File: src/rtl/ram_peek_streamer.sv
// ram_peek_streamer
//   Drains LENGTH consecutive words, starting at BASE, out of a node RAM through
//   its 1-cycle-latency peek port and presents them on a valid/ready stream with
//   a last flag. Reads are credit-limited so the output FIFO can never overflow.
//
//   Optional feature macro: STREAM_CHECKSUM_EN
//     defined     -> 32-bit running sum of every streamed beat on port `checksum`
//     not defined -> no checksum port and no adder
module ram_peek_streamer #(
  parameter int RAM_SIZE   = 1024,
  parameter int FIFO_DEPTH = 4
) (
  input  logic        clk,
  input  logic        rst,
  input  logic        start,
  input  logic [31:0] base_addr,
  input  logic [31:0] length,
  output logic        busy,
  output logic        done,
  output logic [31:0] peekAddress,
  input  logic [31:0] peekData,
  output logic [31:0] m_data,
  output logic        m_valid,
  input  logic        m_ready,
  output logic        m_last
`ifdef STREAM_CHECKSUM_EN
  ,
  output logic [31:0] checksum
`endif
);

  localparam int AW = $clog2(RAM_SIZE);   // RAM word-address width
  localparam int PW = $clog2(FIFO_DEPTH); // FIFO pointer width
  localparam int CW = PW + 1;             // FIFO occupancy width (0..FIFO_DEPTH)

  typedef enum logic [1:0] {
    S_IDLE,
    S_READ,
    S_DRAIN,
    S_FIN
  } state_t;

  // ---------------------------------------------------------------------------
  // State
  // ---------------------------------------------------------------------------
  state_t          state_q;
  logic            busy_q;
  logic            done_q;
  logic [31:0]     length_q;     // latched transfer length
  logic [31:0]     issued_q;     // reads issued so far in this transfer
  logic [AW-1:0]   next_addr_q;  // address of the next read to issue
  logic [31:0]     peek_addr_q;

  // Two-stage read pipeline: stage 1 = address presented, stage 2 = data on peekData.
  logic            s1_valid_q, s1_last_q;
  logic            s2_valid_q, s2_last_q;

  // Output FIFO, each entry is {last, data}.
  logic [32:0]     fifo_mem_q [FIFO_DEPTH];
  logic [PW-1:0]   wr_ptr_q, rd_ptr_q;
  logic [CW-1:0]   fifo_count_q;

  // ---------------------------------------------------------------------------
  // Combinational helpers
  // ---------------------------------------------------------------------------
  logic            fifo_push;
  logic            fifo_pop;
  logic            beat;
  logic            last_beat;
  logic            issue_read;
  logic [CW:0]     occupancy;
  logic            credit_ok;
  logic [32:0]     fifo_head;

  // Only the low AW address bits matter; the rest wrap away modulo RAM_SIZE.
  logic            unused_base_hi;
  assign unused_base_hi = ^base_addr[31:AW];

  // Words already buffered plus words still in the read pipeline must leave room.
  assign occupancy  = (CW+1)'(fifo_count_q) + (CW+1)'(s1_valid_q) + (CW+1)'(s2_valid_q);
  assign credit_ok  = occupancy < (CW+1)'(FIFO_DEPTH);

  assign issue_read = (state_q == S_READ) && (issued_q != length_q) && credit_ok;

  assign fifo_head  = fifo_mem_q[rd_ptr_q];
  assign m_valid    = (fifo_count_q != '0);
  assign m_data     = m_valid ? fifo_head[31:0] : 32'd0;
  assign m_last     = m_valid & fifo_head[32];

  assign beat       = m_valid & m_ready;
  assign last_beat  = beat & m_last;
  assign fifo_push  = s2_valid_q;
  assign fifo_pop   = beat;

  assign busy        = busy_q;
  assign done        = done_q;
  assign peekAddress = peek_addr_q;

  // ---------------------------------------------------------------------------
  // Transfer FSM: accepts start, issues peek reads, tracks drain and completion
  // ---------------------------------------------------------------------------
  always_ff @(posedge clk) begin
    if (rst) begin
      state_q     <= S_IDLE;
      busy_q      <= 1'b0;
      done_q      <= 1'b0;
      length_q    <= 32'd0;
      issued_q    <= 32'd0;
      next_addr_q <= '0;
      peek_addr_q <= 32'd0;
      s1_valid_q  <= 1'b0;
      s1_last_q   <= 1'b0;
      s2_valid_q  <= 1'b0;
      s2_last_q   <= 1'b0;
    end else begin
      // NOTE: non-blocking assignments everywhere here, so every right-hand side
      // reads the pre-edge value and the pipeline shift below is order-independent.
      done_q     <= 1'b0;
      s2_valid_q <= s1_valid_q;
      s2_last_q  <= s1_last_q;
      s1_valid_q <= 1'b0;
      s1_last_q  <= 1'b0;

      case (state_q)
        S_IDLE: begin
          if (start) begin
            length_q <= length;
            if (length == 32'd0) begin
              state_q <= S_FIN;
              done_q  <= 1'b1;
            end else begin
              // First read goes out on the accepting edge to save a cycle.
              state_q     <= S_READ;
              busy_q      <= 1'b1;
              peek_addr_q <= 32'(base_addr[AW-1:0]);
              next_addr_q <= base_addr[AW-1:0] + AW'(1);
              issued_q    <= 32'd1;
              s1_valid_q  <= 1'b1;
              s1_last_q   <= (length == 32'd1);
            end
          end
        end

        S_READ: begin
          if (issue_read) begin
            peek_addr_q <= 32'(next_addr_q);
            next_addr_q <= next_addr_q + AW'(1);
            issued_q    <= issued_q + 32'd1;
            s1_valid_q  <= 1'b1;
            s1_last_q   <= (issued_q == length_q - 32'd1);
          end
          if (issued_q == length_q) begin
            state_q <= S_DRAIN;
          end
        end

        S_DRAIN: begin
          if (last_beat) begin
            state_q <= S_FIN;
            busy_q  <= 1'b0;
            done_q  <= 1'b1;
          end
        end

        S_FIN: begin
          state_q <= S_IDLE;
        end

        default: begin
          state_q <= S_IDLE;
        end
      endcase
    end
  end

  // FIFO pointers and occupancy; push and pop in the same cycle leave count unchanged
  always_ff @(posedge clk) begin
    if (rst) begin
      wr_ptr_q     <= '0;
      rd_ptr_q     <= '0;
      fifo_count_q <= '0;
    end else begin
      if (fifo_push) wr_ptr_q <= wr_ptr_q + PW'(1);
      if (fifo_pop)  rd_ptr_q <= rd_ptr_q + PW'(1);
      case ({fifo_push, fifo_pop})
        2'b10:   fifo_count_q <= fifo_count_q + CW'(1);
        2'b01:   fifo_count_q <= fifo_count_q - CW'(1);
        default: fifo_count_q <= fifo_count_q;
      endcase
    end
  end

  // FIFO storage: captures the peek word one edge after it appears on peekData
  // NOTE: storage has no reset; m_data is gated by m_valid, so stale entries are never visible.
  always_ff @(posedge clk) begin
    if (fifo_push) begin
      fifo_mem_q[wr_ptr_q] <= {s2_last_q, peekData};
    end
  end

`ifdef STREAM_CHECKSUM_EN
  logic [31:0] checksum_q;

  // Running sum of streamed beats, restarted by each accepted start
  always_ff @(posedge clk) begin
    if (rst) begin
      checksum_q <= 32'd0;
    end else if ((state_q == S_IDLE) && start) begin
      checksum_q <= 32'd0;
    end else if (beat) begin
      checksum_q <= checksum_q + m_data;
    end
  end

  assign checksum = checksum_q;
`endif

endmodule

File: config.mk
export PLATFORM = sky130hd
export DESIGN_NAME = ram_peek_streamer
export DESIGN_NICKNAME = d
export VERILOG_FILES = /design/src/rtl/ram_peek_streamer.sv
export SDC_FILE = /design/constraint.sdc
export NUM_CORES = 1
export LEC_CHECK = 0
export CORE_MARGIN = 3
export CORE_UTILIZATION = 50
export DETAILED_ROUTE_END_ITERATION = 8
export PLACE_DENSITY = 0.81
export SETUP_SLACK_MARGIN = 0.1
export SYNTH_ARGS = -nofsm -noshare
export SYNTH_HDL_FRONTEND = slang
export SYNTH_SLANG_ARGS = --single-unit
File: constraint.sdc
create_clock -name clk -period 6.5 [get_ports clk]
set_input_delay 0.975 -clock clk [delete_from_list [all_inputs] [get_ports clk]]
set_output_delay 0.975 -clock clk [all_outputs]
set_load 0.01 [all_outputs]
==> flow_metrics.tcl <==
set metrics [dict create \
    status "completed" \
    cts_resized 0 \
    grt_pass1_vias 7510 \
    clock_latency_ns 0.54 \
    cts_max_path_buffers 3 \
    core_area_um2 21490 \
    grt_max_degree 73 \
    fmax_mhz 269.7 \
    nets 1204 \
    die_area_um2 24110 \
    dr.pass1.iters 5 \
    required_ns 5.52 \
    startpoint_type "register" \
    pre_cts_ws_ns 2.348 \
    setup_viol 0 \
    tns_ns 0 \
    initial_utilization_pct 51.86 \
    path_cells "buf_4, mux4_2, and2_1, clkdlybuf4s50_1" \
    arrival_ns 2.73 \
    busiest_layer "met2" \
    hp-class "reg -> reg" \
    synth_cells 993 \
    synth_top_cell_area_share_pct 35.58 \
    vias_per_cell 5.797 \
    antenna_found_initial 0 \
    grt_util_met3_pct 2.893 \
    combPwrFrac_pct 32.6 \
    io_buffer_count 123 \
    rows 53 \
    antenna_cells 0 \
    p_int_mw 3.207 \
    path_max_fanout 33 \
    crit_buf_inv 2 \
    max_slew_margin_pct 20.34 \
    hold_buffers 0 \
    fin_cells 1384 \
    dpl.hpwl_um 16780 \
    cts_made_buffers 25 \
    fp.dieW_um 155.3 \
    met1_usage_pct 26.59 \
    ys.flop_type "edfxtp_1" \
    postPlaceCellArea_um2 12420 \
    placed_cells 1339 \
    ys_async_sr_fraction_pct 0 \
    post_cts_buffers 0 \
    ys_ff_latch 233 \
    setup_slack_ns 2.792 \
    avgSynthCellArea_um2 11.22 \
    synthDistinctLibCells 74 \
    total_power_mw 4.750 \
    hold_viol 0 \
    cts.htree.levels 1 \
    maxCapViolations 0 \
    area_delta_synth_final_pct 18.61 \
    ir_drop_mv 0.2516 \
    clock_power_share_pct 28.6 \
    cts.sinks 233 \
    post-route-cell-area_um2 13220 \
    drt_first_iter_violations 516 \
    worst_pin_slew_ns 1.194 \
    final_layout_size_suffix_gt1_share_pct 9.648 \
    chipHeight_um 155.3 \
    synth_top_cell_by_area "edfxtp_1" \
    seqPwrFrac_pct 38.7 \
    grt.met2_usage_pct 33.28 \
    post-route-period-util_pct 57.04 \
    critical_path.top_delay_family "buffers and inverters" \
    grt-ovfl-total 0 \
    drt_drc_violations_left 0 \
    p_leak_nw 4.472 \
    yosysSeqAreaShare_pct 53.72 \
    skew_ns 0.01337 \
    clk_pin_slew_worst_paths_ns 0.06 \
    slowest_stage "mux4_2" \
    p_per_area_nw_per_um2 359.4 \
    synth-edff-count 132 \
    vias 8023 \
    cts-root-buf "clkbuf_16" \
    grt_usage_pct 19.84 \
    switching_share_pct 32.48 \
    worstSetupPathType "reg -> out" \
    p_sw_mw 1.543 \
    postRouteAntennaNets 0 \
    gp_congestion 0.9642 \
    endpoint_kind "output port" \
    yosys_warnings 0 \
    ios 168 \
    synth_area_um2 11140 \
    fin_crit_ns 3.708 \
    grt_first_pass_wirelength_um 39010 \
    wl_um 24800 \
    synth_area_leaders "edfxtp_1, dfxtp_1, mux4_2" \
    fillers 1716 \
    post_drt_wl_per_cell_um 17.92 \
    drv_slew 0 \
    cts_tree "yes" \
    max_stage_delay_ns 0.66 \
    rsz0062_at_grt "false" \
]
sequential cells by signal, indices dropped and copies added, names as in the netlist, 2 cells and up, named ones only:
name	count
fifo_count_q	3
fifo_mem_q	132
issued_q	32
length_q	32
next_addr_q	10
peekAddress	10
rd_ptr_q	2
state_q	2
wr_ptr_q	2
worst reg2reg max path, cell delays in order, from the launching register on:
cell,delay (ns)
dfxtp_1,0.32
inv_1,0.09
ha_1,0.15
buf_4,0.33
inv_1,0.25
a2111oi_2,0.65
buf_4,0.28
o21a_1,0.94
a21oi_1,0.19
a31o_2,0.25
stage by stage:
| stage | utilization, % | hold slack [ns] |
|---|---|---|
| finish | 61.51 | 0.4536 |
| global route | 61.51 | 0.4662 |
| CTS | 61.51 | 0.4526 |
| detailed placement | 57.81 | 0.4465 |
| global placement | 57.81 | 0.4427 |
| floorplan | - | 0.4138 |
area by class of cell:
type                            instances  area [um2]  share of cell area (%)
Sequential cell                       233        5987                   45.30
Multi-Input combinational cell        669        4676                   35.38
Timing Repair Buffer                  134        1309                   9.903
Clock buffer                           28       666.9                   5.046
Tap cell                              275       344.1                   2.604
Clock inverter                         17       127.6                  0.9657
Inverter                               28       105.1                  0.7953
worst paths after layout:
path / from / endpoint / slack, ns / cells after the start
worst max-delay path: register / m_last / 2.79 / 4
worst min-delay path: next_addr_q[1] / next_addr_q[1] / 0.45 / 2
worst max register to register: state_q[1] / issued_q[2] / 2.94 / 9
worst min register to register: next_addr_q[1] / next_addr_q[1] / 0.45 / 2
placed cells by master, fill, tap and decap left out, types with 4 or more instances in the layout:
cell type	count
mux4_2	33
o211ai_1	8
inv_1	28
or3_1	23
ha_1	12
o21ai_0	22
clkdlybuf4s50_1	122
nand2_1	96
and3_1	5
nand3_1	19
nor4b_1	4
clkinv_2	10
a32oi_1	6
edfxtp_1	132
mux2i_1	12
o31ai_1	10
buf_4	11
a211oi_1	15
dfxtp_1	100
xor2_1	33
conb_1	22
a22oi_1	5
and2_1	39
or4_1	13
clkbuf_16	25
nand4_1	16
o21a_1	4
nor4_1	20
xnor2_1	26
nor3_1	21
nor2_1	49
a21oi_1	82
nor2b_1	12
cells in the mapped netlist (all sizes together), types with 15 or more instances:
| master | number |
|---|---|
| inv | 28 |
| a21oi | 82 |
| and2 | 39 |
| a211oi | 15 |
| edfxtp | 132 |
| mux4 | 33 |
| nand4 | 16 |
| nor4 | 21 |
| nor3 | 22 |
| or4 | 15 |
| nand2 | 96 |
| o21ai | 24 |
| xnor2 | 26 |
| clkbuf | 32 |
| nor2 | 50 |
| dfxtp | 101 |
| or3 | 23 |
| buf | 52 |
| nand3 | 19 |
| xor2 | 33 |
routing by layer:
metal  up-vias  routed length, um
met2       288              11940
li1       3845                  -
met3        60               1555
met4         0                933
met5         -                  0
met1      3830              10370
power groups by stage:
stage | Combinational (mW) | Clock (mW) | Sequential, mW
2_1_floorplan | 1.09 | 0 | 1.83
3_3_place_gp | 1.52 | 0 | 1.86
3_5_place_dp | 1.55 | 0 | 1.87
4_1_cts | 1.56 | 1.39 | 1.84
5_1_grt | 1.70 | 1.45 | 1.86
6_report | 1.55 | 1.36 | 1.84
cell families after synthesis:
group / Yosys count / share of synthesized area (%)
AOI/OAI and AO/OA: 187 / 10.79
muxes: 47 / 7.951
adders and majority gates: 13 / 1.527
xor gates and xnor gates: 59 / 4.638
and+or+nand+nor: 341 / 16.29
DFF: 233 / 53.72
buffers and inverters: 112 / 5.042
other: 1 / 0.03366
No activity file was read; power rests on OpenSTA's default activity.
